File: src/rtl/sseg_scan_ctrl.sv
// Multiplexed seven-segment display scanner.
// Scans NUM_DIGITS digits one slot at a time, blanks the anodes for a short
// dead time at the start of every slot to stop ghosting, dims digits with a
// 16-step PWM, and double-buffers the display contents so that a new picture
// only takes effect at a frame boundary.
module sseg_scan_ctrl #(
    parameter int NUM_DIGITS     = 8,
    parameter int SLOT_CYCLES    = 65536,
    parameter int DEAD_CYCLES    = 64,
    parameter bit AN_ACTIVE_LOW  = 1'b1,
    parameter bit SEG_ACTIVE_LOW = 1'b1
) (
    input  logic                  clk_i,
    input  logic                  rstn_i,
    input  logic [7:0]            data_i [0:NUM_DIGITS-1],
    input  logic [NUM_DIGITS-1:0] digit_en_i,
    input  logic [3:0]            bright_i,
    input  logic                  load_i,
    output logic [NUM_DIGITS-1:0] anode_o,
    output logic [7:0]            sseg_o,
    output logic                  frame_o
);

    localparam int CNT_W = (SLOT_CYCLES > 1) ? $clog2(SLOT_CYCLES) : 1;
    localparam int IDX_W = (NUM_DIGITS > 1) ? $clog2(NUM_DIGITS) : 1;

    localparam logic [CNT_W-1:0] SLOT_LAST = CNT_W'(SLOT_CYCLES - 1);
    localparam logic [CNT_W-1:0] DEAD_C    = CNT_W'(DEAD_CYCLES);
    localparam logic [IDX_W-1:0] IDX_LAST  = IDX_W'(NUM_DIGITS - 1);

    // Map a set of logically-lit anodes to pin levels.
    function automatic logic [NUM_DIGITS-1:0] anode_drive(input logic [NUM_DIGITS-1:0] lit);
        return AN_ACTIVE_LOW ? ~lit : lit;
    endfunction

    // Map a stored segment pattern (1 = lit) to pin levels.
    function automatic logic [7:0] seg_drive(input logic [7:0] pat);
        return SEG_ACTIVE_LOW ? ~pat : pat;
    endfunction

    // Scan state
    logic [CNT_W-1:0]      slot_cnt_q, slot_cnt_d;
    logic [IDX_W-1:0]      idx_q, idx_d;
    logic [3:0]            pwm_q, pwm_d;

    // Double-buffered display contents
    logic                  pending_q, pending_d;
    logic [7:0]            stg_data_q [0:NUM_DIGITS-1];
    logic [7:0]            stg_data_d [0:NUM_DIGITS-1];
    logic [NUM_DIGITS-1:0] stg_en_q, stg_en_d;
    logic [3:0]            stg_bright_q, stg_bright_d;
    logic [7:0]            act_data_q [0:NUM_DIGITS-1];
    logic [7:0]            act_data_d [0:NUM_DIGITS-1];
    logic [NUM_DIGITS-1:0] act_en_q, act_en_d;
    logic [3:0]            act_bright_q, act_bright_d;

    // Output registers
    logic [NUM_DIGITS-1:0] anode_q, anode_d;
    logic [7:0]            sseg_q, sseg_d;
    logic                  frame_q, frame_d;

    logic                  slot_wrap;
    logic                  frame_wrap;
    logic                  in_dead;
    logic [3:0]            pwm_cur;
    logic [NUM_DIGITS-1:0] lit;

    // The dead-time comparison only exists when there is a dead time at all.
    if (DEAD_CYCLES > 0) begin : g_dead
        assign in_dead = (slot_cnt_q < DEAD_C);
    end else begin : g_no_dead
        assign in_dead = 1'b0;
    end

    // Slot counter, digit index and PWM sequencing.
    always_comb begin
        slot_wrap  = (slot_cnt_q == SLOT_LAST);
        frame_wrap = slot_wrap && (idx_q == IDX_LAST);
        slot_cnt_d = slot_wrap ? '0 : slot_cnt_q + CNT_W'(1);
        idx_d      = idx_q;
        if (slot_wrap) begin
            idx_d = (idx_q == IDX_LAST) ? '0 : idx_q + IDX_W'(1);
        end
        // The PWM phase restarts on the first lit-capable cycle of every slot,
        // so each digit sees the same duty pattern regardless of history.
        pwm_cur = (slot_cnt_q == DEAD_C) ? 4'd0 : pwm_q;
        pwm_d   = in_dead ? pwm_q : pwm_cur + 4'd1;
    end

    // Staging capture on load, transfer to the active set only at a frame wrap.
    always_comb begin
        pending_d    = pending_q;
        stg_en_d     = stg_en_q;
        stg_bright_d = stg_bright_q;
        act_en_d     = act_en_q;
        act_bright_d = act_bright_q;
        for (int i = 0; i < NUM_DIGITS; i++) begin
            stg_data_d[i] = stg_data_q[i];
            act_data_d[i] = act_data_q[i];
        end
        if (load_i) begin
            for (int i = 0; i < NUM_DIGITS; i++) begin
                stg_data_d[i] = data_i[i];
            end
            stg_en_d     = digit_en_i;
            stg_bright_d = bright_i;
            pending_d    = 1'b1;
        end
        // A load on the wrap cycle itself bypasses staging so it shows at once.
        if (frame_wrap && (pending_q || load_i)) begin
            if (load_i) begin
                for (int i = 0; i < NUM_DIGITS; i++) begin
                    act_data_d[i] = data_i[i];
                end
                act_en_d     = digit_en_i;
                act_bright_d = bright_i;
            end else begin
                for (int i = 0; i < NUM_DIGITS; i++) begin
                    act_data_d[i] = stg_data_q[i];
                end
                act_en_d     = stg_en_q;
                act_bright_d = stg_bright_q;
            end
            pending_d = 1'b0;
        end
    end

    // Next pin values, derived from the current scan state and active set.
    always_comb begin
        lit = '0;
        if (!in_dead && act_en_q[idx_q] && (pwm_cur <= act_bright_q)) begin
            lit[idx_q] = 1'b1;
        end
        anode_d = anode_drive(lit);
        sseg_d  = seg_drive(act_data_q[idx_q]);
        frame_d = (slot_cnt_q == '0) && (idx_q == '0);
    end

    // Scan state registers.
    always_ff @(posedge clk_i or negedge rstn_i) begin
        if (!rstn_i) begin
            slot_cnt_q <= '0;
            idx_q      <= '0;
            pwm_q      <= '0;
        end else begin
            slot_cnt_q <= slot_cnt_d;
            idx_q      <= idx_d;
            pwm_q      <= pwm_d;
        end
    end

    // Staging and active display registers.
    always_ff @(posedge clk_i or negedge rstn_i) begin
        if (!rstn_i) begin
            pending_q    <= 1'b0;
            stg_en_q     <= '0;
            stg_bright_q <= '0;
            act_en_q     <= '0;
            act_bright_q <= '0;
            for (int i = 0; i < NUM_DIGITS; i++) begin
                stg_data_q[i] <= '0;
                act_data_q[i] <= '0;
            end
        end else begin
            pending_q    <= pending_d;
            stg_en_q     <= stg_en_d;
            stg_bright_q <= stg_bright_d;
            act_en_q     <= act_en_d;
            act_bright_q <= act_bright_d;
            for (int i = 0; i < NUM_DIGITS; i++) begin
                stg_data_q[i] <= stg_data_d[i];
                act_data_q[i] <= act_data_d[i];
            end
        end
    end

    // Output pin registers; reset forces a dark display immediately.
    always_ff @(posedge clk_i or negedge rstn_i) begin
        if (!rstn_i) begin
            anode_q <= anode_drive('0);
            sseg_q  <= seg_drive(8'h00);
            frame_q <= 1'b0;
        end else begin
            anode_q <= anode_d;
            sseg_q  <= sseg_d;
            frame_q <= frame_d;
        end
    end

    assign anode_o = anode_q;
    assign sseg_o  = sseg_q;
    assign frame_o = frame_q;

endmodule
File: config.mk
export PLATFORM = sky130hd
export DESIGN_NAME = sseg_scan_ctrl
export DESIGN_NICKNAME = d
export VERILOG_FILES = /design/src/rtl/sseg_scan_ctrl.sv
export SDC_FILE = /design/constraint.sdc
export NUM_CORES = 1
export LEC_CHECK = 0
export BUFFER_PORTS_ARGS = -buffer_cell sky130_fd_sc_hd__buf_2
export CAP_MARGIN = 40
export CORE_MARGIN = 8
export CORE_UTILIZATION = 62
export DETAILED_ROUTE_END_ITERATION = 12
export GPL_ROUTABILITY_DRIVEN = 0
export PLACE_DENSITY_LB_ADDON = 0.05
export SLEW_MARGIN = 10
export SYNTH_ARGS = -nofsm -noshare
export SYNTH_HDL_FRONTEND = slang
export SYNTH_SLANG_ARGS = --single-unit
File: constraint.sdc
create_clock -name clk_i -period 10.85 [get_ports clk_i]
set_clock_uncertainty 0.2 [all_clocks]
set_input_delay 0 -clock clk_i [delete_from_list [all_inputs] [get_ports clk_i]]
set_output_delay 0 -clock clk_i [all_outputs]
set_load 0.01 [all_outputs]
# ---- After elaboration in Yosys (flattened, before gate mapping)
# Index checks and enable logic that the tools add are counted.
dict set report totals {
  reg_bits 193
  elab_cells 68
  out_inout_bits 17
  input_bits 79
}
dict set report classes {
  eq_ne 3
  magnitude_cmp 5
  n_addsub 3
  reduce_logical 11
  n_mux 16
  n_bitwise 3
}
# operator n
set ops {}
lappend ops {{two-way mux 64 bit} 1}
lappend ops {{two-way mux 8 bit} 4}
lappend ops {{binary-select mux 8 bit (select 3 bit)} 1}
lappend ops {{adder 16 x 1 -> 16 bit (second input constant)} 1}
lappend ops {{== test 16 bit (second input constant)} 1}
lappend ops {{== test 16 x 7 -> 1 bit (second input constant)} 1}
lappend ops {{logical NOT 16 bit} 1}
lappend ops {{less-than comparator 16 x 7 -> 1 bit (second input constant)} 1}
lappend ops {{two-way mux 16 bit} 1}
lappend ops {{inverter 8 bit} 2}
lappend ops {{two-way mux 4 bit} 2}
lappend ops {{logical AND 1 bit} 6}
lappend ops {{adder 4 x 1 -> 4 bit (second input constant)} 1}
lappend ops {{>= comparator 4 bit (second input constant)} 1}
lappend ops {{<= comparator 4 bit} 1}
lappend ops {{less-than comparator 3 x 4 -> 1 bit (second input constant)} 1}
lappend ops {{two-way mux 1 bit} 4}
lappend ops {{inverter 3 -> 4 bit} 1}
lappend ops {{adder 3 x 1 -> 3 bit (second input constant)} 1}
lappend ops {{binary-select mux 1 bit (select 3 bit)} 1}
lappend ops {{demux 1 bit (select 3 bit)} 1}
lappend ops {{== test 3 bit (second input constant)} 1}
lappend ops {{>= comparator 3 x 1 -> 1 bit (second input constant)} 1}
lappend ops {{logical NOT 3 bit} 1}
lappend ops {{4 further kinds} 4}

# ---- Logic depth before layout (Yosys ltp)
# Gate-level depths: netlist of the first run.
dict set report depth {
  ltp_word 6
  mapped_depth 13
  depth_no_buf 12
}

# ---- Least setup slack after synthesis of the first run
# No wires, ideal clock.
dict set report synth_timing {
  path_kind {reg-to-reg}
  startpoint {reg slot_cnt_q[0]}
  endpoint {reg anode_q[6] (netlist: anode_o[6])}
  period_less_slack_ns 3.505
  t_arrival_ns 3.206
  path_buffers 1
  t_required_ns 10.551
  setup_ns 0.099
  slack_ns 7.345
  stages_incl_launch_ff 13
  path_cell_list {dfrtp_1 inv_1 ha_1 or3b_2 or4_1 buf_6 and2_1 ha_1 nor2b_1 o21ai_0 o2111ai_1 a2111oi_4 nand4_1}
}
dict set report synth_via {
  elab_chain_cells 6
  word_cells_on_any_way 9
  classes_between {order compare (2); eq/ne (1); mux (2); bitwise (1); reduce/logical (3)}
}
# element line_no
set synth_rtl {}
lappend synth_rtl {{from (decl)} 42} ;# logic [CNT_W-1:0] slot_cnt_q, slot_cnt_d;
lappend synth_rtl {{from (signal assigned)} 146} ;# slot_cnt_q <= slot_cnt_d;
lappend synth_rtl {{less-than comparator 16 x 7 -> 1 bit / == test 16 x 7 -> 1 bit (equally long branches)} {70, 86}}
lappend synth_rtl {{logical NOT 1 bit / two-way mux 4 bit (equally long branches)} {131, 86}}
lappend synth_rtl {{logical AND 1 bit / <= comparator 4 bit (equally long branches)} 131} ;# if (!in_dead && act_en_q[idx_q] && (pwm_cur <= act_bright_q)) begin
lappend synth_rtl {{logical AND 1 bit *} 131}
lappend synth_rtl {{two-way mux 8 bit *} 131}
lappend synth_rtl {{inverter 8 bit *} 33} ;# return AN_ACTIVE_LOW ? ~lit : lit;
lappend synth_rtl {{named net anode_d[6]} 58} ;# logic [NUM_DIGITS-1:0] anode_q, anode_d;
lappend synth_rtl {{to (signal assigned)} 180} ;# anode_q <= anode_drive('0);
lappend synth_rtl {{to (signal assigned)} 184} ;# anode_q <= anode_d;
lappend synth_rtl {{to (decl)} 58}
# Mark *: on every way through the listed nets, which the timed path passes. The rest lies on a longest branch.
# A chain may end at the register's enable or synchronous reset.

# ---- Worst setup path in the final report of the first run
# Ends and elaborated chain as after synthesis.

==> impl_metrics.env, run 1 <==
export IMPL_reg2reg_setup_slack_ns=6.85
export IMPL_fin_crit_ns=4.001
export IMPL_placed_cell_area_um2=8752
export IMPL_syn_area_per_cell_um2=14.59
export IMPL_fillers=734
export IMPL_rsz0062_at_grt="no"
export IMPL_worstSetupPathType="reg -> reg"
export IMPL_grt_max_degree=79
export IMPL_yosysWarningCount=0
export IMPL_final_cell_mix="dfrtp_1, mux2_2, buf_2"
export IMPL_setup_slack_ns=6.849
export IMPL_worstReg2RegStart="slot_cnt_q[0]"
export IMPL_die_width_um=130.0
export IMPL_synthFlopType="dfrtp_1"
export IMPL_max_cap_violations=0
export IMPL_core_area_um2=12670
export IMPL_worst_pin_slew_ns=0.8390
export IMPL_syn_area_um2=8055
export IMPL_ys_async_sr_fraction_pct=100.0
export IMPL_cts_hold_buf=80
export IMPL_cp_top_family="simple AND/OR/NAND/NOR gates"
export IMPL_syn_to_final_growth_pct=26.31
export IMPL_ys_ff_latch=193
export IMPL_drive_above_1_share_pct=44.59
export IMPL_post_place_ws_ns=6.882
export IMPL_clk_latency_ns=0.42
export IMPL_tritoncts="done"
export IMPL_routed_wl_um=17360
export IMPL_drt_antenna_violating_nets=0
export IMPL_clkPwrFrac_pct=42.4
export IMPL_power_share_sequential_pct=50.7
export IMPL_crit_required_ns=10.97
export IMPL_ctsRootBufferMaster="clkbuf_16"
export IMPL_synth_net_count=640
export IMPL_clockBufferDepth=2
export IMPL_powerDensity_nw_per_um2=146.4
export IMPL_min_from="data_i[15]"
export IMPL_fmax_mhz=249.9
export IMPL_synth_edf_count=0
export IMPL_cts_resized=0
export IMPL_clkTransAtPathRegs_ns=0.07
export IMPL_h_tree_depth=4
export IMPL_die_area_um2=16900
export IMPL_drt_pass1_iter_count=6
export IMPL_antenna_found_initial=0
export IMPL_yosysUniqueCellTypes=48
export IMPL_switchingPower_mw=0.3078
export IMPL_cp_num_buf_inv=1
export IMPL_crit_arrival_ns=4.12
export IMPL_grt_pass1_wl_um=28790
export IMPL_r2r_cells=11
export IMPL_seq_area_frac_synth_pct=60.21
export IMPL_path_cells="inv_1, ha_1, or3b_2, or4_1, and2_1, ha_1, nor2b_1, o21ai_0, o2111ai_1, a2111oi_4, nand4_1"
export IMPL_wire_per_inst_um=19.04
export IMPL_vdd_drop_max_mv=0.1055
export IMPL_p_leak_nw=4.674
export IMPL_synthCells=552
export IMPL_route_detailed_drc=0
export IMPL_period_share_pct=36.88
export IMPL_setup_viol=0
export IMPL_first_global_vias=5475
export IMPL_crit_fanout=9
export IMPL_cp_num_cells=11
export IMPL_outcome="finished, final reports clean"
export IMPL_postCtsSetupBuffers=0
export IMPL_initial_utilization_pct=63.57
export IMPL_finalPower_mw=1.490
export IMPL_whs_path_depth=3
export IMPL_layout_commonest_cell="dfrtp_1"
export IMPL_timing_slew_headroom_pct=44.07
export IMPL_die_h_um=130.0
export IMPL_critPathMostFrequentCell="ha_1"
export IMPL_grtUsageTotal_pct=22.31
export IMPL_grt_overflow=0
export IMPL_whs_endpoint="stg_data_q[15]"
export IMPL_place_hpwl_um=10990
export IMPL_comb_power_share_pct=7.0
export IMPL_tns_ns=0
export IMPL_design_area_um2=10170
export IMPL_numClockSinks=193
export IMPL_r2r_end="anode_o[6]"
export IMPL_nNetsFinal=815
export IMPL_critPathSlowestCell="or4_1"
export IMPL_placement_rows=41
export IMPL_slew_viol_final=0
export IMPL_intPower_mw=1.182
export IMPL_drt_iter0_markers=372
export IMPL_hold_viol=0
export IMPL_end_kind="register"
export IMPL_numPortBuffers=95
export IMPL_start_kind="register"
export IMPL_hp_class="in -> reg"
export IMPL_vias=5014
export IMPL_io_pins=96
export IMPL_via_per_inst=5.498
export IMPL_p_sw_share_pct=20.66
export IMPL_critPathMaxStageDelay_ns=0.69
export IMPL_cts_buffers=17
export IMPL_n_antenna_cell=0
==> power groups by stage <==
| stage | sequential [mW] | clock [mW] | combinational, mW |
|---|---|---|---|
| 4_1_cts | 0.755 | 0.642 | 0.104 |
| 3_3_place_gp | 0.766 | 0 | 0.0740 |
| 3_5_place_dp | 0.768 | 0 | 0.0800 |
| 2_1_floorplan | 0.765 | 0 | 0.0388 |
| 6_report | 0.755 | 0.631 | 0.104 |
| 5_1_grt | 0.757 | 0.669 | 0.114 |
==> metal layers <==
metal  routed length [um]  vias to the layer above  track usage, %
met5                    0                        -               0
met4                  163                        0           6.352
met3                  782                       12           4.814
met2                 8256                      110           34.61
met1                 8162                     2570           31.29
li1                     -                     2322               -
==> cell families after synthesis <==
family / count (synthesis) / share of synthesized area, %
flip-flops: 193 / 60.21
AO/OA/AOI/OAI: 33 / 2.858
XOR/XNOR: 13 / 1.413
AND/OR/NAND/NOR: 89 / 5.903
adder cells (fa/ha/maj): 9 / 1.398
multiplexers: 177 / 25.88
buffers and inverters: 38 / 2.346
==> area by class of cell <==
cell class | count | area (um2) | area share [%]
Multi-Input combinational cell | 321 | 3025 | 29.73
Timing Repair Buffer | 184 | 1435 | 14.10
Clock buffer | 24 | 511.7 | 5.029
Inverter | 10 | 37.54 | 0.3689
Sequential cell | 193 | 4850 | 47.66
Tap cell | 172 | 215.2 | 2.115
Clock inverter | 8 | 100.1 | 0.9838
==> cells in the mapped netlist (9+ instances only) <==
library cell / n / area, um2
dfrtp_1: 177 / 4429
mux2_2: 160 / 1802
nand2_1: 24 / 90.09
nor2_1: 19 / 71.32
clkbuf_1: 16 / 60.06
dfstp_2: 16 / 420.4
a21oi_1: 9 / 45.04
ha_1: 9 / 112.6
mux4_2: 9 / 202.7
o21ai_0: 9 / 45.04
==> worst max-delay path by stage <==
stage | startpoint | to | slack, ns
after detailed placement | slot_cnt_q[0] | anode_o[6] | 6.88
after global routing | slot_cnt_q[0] | anode_o[6] | 6.69
final | slot_cnt_q[0] | anode_o[6] | 6.85
after floorplan | slot_cnt_q[0] | anode_o[6] | 7.34
after global placement | slot_cnt_q[0] | anode_o[6] | 7.10
after CTS | slot_cnt_q[0] | anode_o[6] | 6.89
==> per-stage QoR <==
| step | std cells | hold slack, ns | util, % |
|---|---|---|---|
| 4_1_cts | 912 | 0.1358 | 80.30 |
| 5_1_grt | 912 | 0.1571 | 80.30 |
| 6_report | 912 | 0.1538 | 80.30 |
| 3_3_place_gp | 796 | -0.01389 | 68.26 |
| 3_5_place_dp | 800 | -0.2862 | 69.07 |
| 2_1_floorplan | 552 | -0.4956 | - |
==> sequential cells by signal (all words and copies together) (netlist names) <==
signal and count:
act_data_q 64, stg_data_q 64, act_en_q 8, slot_cnt_q 16
pending_q 1, pwm_q 4, idx_q 3, stg_en_q 8
anode_o 8, stg_bright_q 4, frame_o 1, sseg_o 8
act_bright_q 4
==> worst min-delay path, cell delays in order <==
cell and delay, ns:
dlygate4sd3_1 0.51, buf_2 0.09, mux2_2 0.14
No activity file was read; power rests on OpenSTA's default activity.
==> run 2, diff against run 1 <==
- CORE_UTILIZATION: 62 -> 58
- clock period: 10.85 -> 4.1 ns (I/O delays scaled with it)
==> run 2 against run 1 <==
Combinational power grew to 2.8 times the previous value. Clock power rose to 2.7 times the previous value. Sequential cell count unchanged. Cell count increased by 1.9%. Global-route usage down 1.6 points. Total power increased to 2.7 times the previous value. Critical path depth stayed put. Largest power group unchanged.
==> impl_metrics.env, run 2 (synthesis results as in run 1) <==
export IMPL_outcome="finished, final reports clean"
export IMPL_drive_above_1_share_pct=44.19
export IMPL_antenna_found_initial=0
export IMPL_core_area_um2=13720
export IMPL_initial_utilization_pct=58.71
export IMPL_drt_antenna_violating_nets=0
export IMPL_final_util_pct=74.84
export IMPL_syn_to_final_growth_pct=27.46
export IMPL_worstSetupPathType="reg -> reg"
export IMPL_h_tree_depth=4
export IMPL_period_share_pct=92.18
export IMPL_cp_num_buf_inv=1
export IMPL_via_per_inst=5.364
export IMPL_cp_top_family="simple AND/OR/NAND/NOR gates"
export IMPL_rsz0062_at_grt="no"
export IMPL_tns_ns=0
export IMPL_timing_slew_headroom_pct=62.55
export IMPL_grt_overflow=0
export IMPL_cts_buffers=17
export IMPL_slew_viol_final=0
export IMPL_critPathMaxStageDelay_ns=0.54
export IMPL_clkTransAtPathRegs_ns=0.07
export IMPL_placed_cell_area_um2=8765
export IMPL_die_width_um=133.9
export IMPL_nNetsFinal=824
export IMPL_io_pins=96
export IMPL_grt_max_degree=74
export IMPL_final_cell_mix="dfrtp_1, mux2_2, buf_2"
export IMPL_path_cells="inv_1, ha_1, or3b_2, or4_1, and2_1, ha_1, nor2b_1, o21ai_0, o2111ai_1, a2111oi_4, nand4_1"
export IMPL_start_kind="register"
export IMPL_die_h_um=133.9
export IMPL_clockBufferDepth=2
export IMPL_numClockSinks=193
export IMPL_hold_viol=0
export IMPL_critPathMostFrequentCell="ha_1"
export IMPL_p_leak_nw=4.709
export IMPL_drt_iter0_markers=323
export IMPL_grt_pass1_wl_um=28990
export IMPL_vdd_drop_max_mv=0.2867
export IMPL_route_detailed_drc=0
export IMPL_crit_arrival_ns=3.92
export IMPL_setup_viol=0
export IMPL_hp_class="in -> reg"
export IMPL_whs_endpoint="stg_data_q[46]"
export IMPL_first_global_vias=5442
export IMPL_worstReg2RegStart="slot_cnt_q[0]"
export IMPL_place_hpwl_um=11130
export IMPL_n_antenna_cell=0
export IMPL_end_kind="register"
export IMPL_min_from="data_i[46]"
export IMPL_reg_top3="act_data_q (64), stg_data_q (64), slot_cnt_q (16)"
export IMPL_placement_rows=43
export IMPL_fin_crit_ns=3.779
export IMPL_timing_hold_ws_ns=0.1539
export IMPL_layout_commonest_cell="dfrtp_1"
export IMPL_routed_wl_um=17460
export IMPL_grtUsageTotal_pct=20.70
export IMPL_critPathSlowestCell="or4_1"
export IMPL_numPortBuffers=95
export IMPL_crit_fanout=5
export IMPL_crit_required_ns=4.24
export IMPL_die_area_um2=17920
export IMPL_powerDensity_nw_per_um2=386.3
export IMPL_design_area_um2=10270
export IMPL_worst_pin_slew_ns=0.5574
export IMPL_whs_path_depth=3
export IMPL_wire_per_inst_um=18.80
export IMPL_vias=4983
export IMPL_fmax_mhz=264.6
export IMPL_tritoncts="done"
export IMPL_r2r_cells=11
export IMPL_clk_latency_ns=0.43
export IMPL_reg2reg_setup_slack_ns=0.32
export IMPL_drt_pass1_iter_count=4
export IMPL_cts_resized=0
export IMPL_ctsRootBufferMaster="clkbuf_16"
export IMPL_max_cap_violations=0
export IMPL_r2r_end="anode_o[6]"
run 2: changes by cell type in the layout (fill, tap and decap cells not counted):
cell           previous run  this run
clkbuf_8                  6         2
clkinv_2                  2         3
buf_6                     1         0
buf_4                     6         7
clkinv_4                  0         2
inv_6                     0         1
bufinv_16                 2         3
dlygate4sd3_1            79        87
run 2: power by group:
part | switching, mW | internal (mW) | total [mW] | leakage (nW)
logic | 0.122 | 0.165 | 0.287 | 1.97
registers | 0.0189 | 1.98 | 2.00 | 2.45
clock network | 0.706 | 0.976 | 1.68 | 0.285
run 2: worst max path at each step:
stage          cells after the start         end     startpoint
2_1_floorplan                     12  anode_o[6]  slot_cnt_q[0]
3_3_place_gp                      11  anode_o[6]  slot_cnt_q[0]
3_5_place_dp                      11  anode_o[6]  slot_cnt_q[0]
4_1_cts                           11  anode_o[6]  slot_cnt_q[0]
5_1_grt                           11  anode_o[6]  slot_cnt_q[0]
6_report                          11  anode_o[6]  slot_cnt_q[0]
run 2: layer usage:
layer / GRT usage, % / part of all wire, %
met1: 29.30 / 48
met2: 30.86 / 46
met3: 4.600 / 4.6
met4: 7.548 / 1.7
met5: 0 / 0
run 2: final cells by class:
| type | count | area [um2] |
|---|---|---|
| clock buffer | 19 | 442.9 |
| clock inverter | 13 | 161.4 |
| fill | 870 | 3452 |
| inverter | 10 | 37.54 |
| multi-input combinational | 321 | 3025 |
| sequential | 193 | 4850 |
| tap | 180 | 225.2 |
| timing repair buffer | 193 | 1525 |
run 2: worst reg2reg max path, stage by stage, from the launching register on:
cell,delay (ns)
dfrtp_1,0.42
inv_1,0.08
ha_1,0.13
or3b_2,0.45
or4_1,0.54
and2_1,0.22
ha_1,0.31
nor2b_1,0.14
o21ai_0,0.27
o2111ai_1,0.31
a2111oi_4,0.49
nand4_1,0.14
run 2: per-stage QoR:
| step | power [mW] | setup slack [ns] | instances |
|---|---|---|---|
| after floorplan | 2.128 | 0.5948 | 552 |
| after global placement | 2.227 | 0.5413 | 806 |
| after detailed placement | 2.245 | 0.3055 | 809 |
| after CTS | 3.997 | 0.3159 | 929 |
| after global routing | 4.101 | 0.07653 | 929 |
| final | 3.966 | 0.3207 | 929 |
run 2: what timing repair did:
item                                   4_1_cts  5_1_grt
setup buffers                                0        0
endpoints found under the hold margin      332        0
hold buffers                                88        0
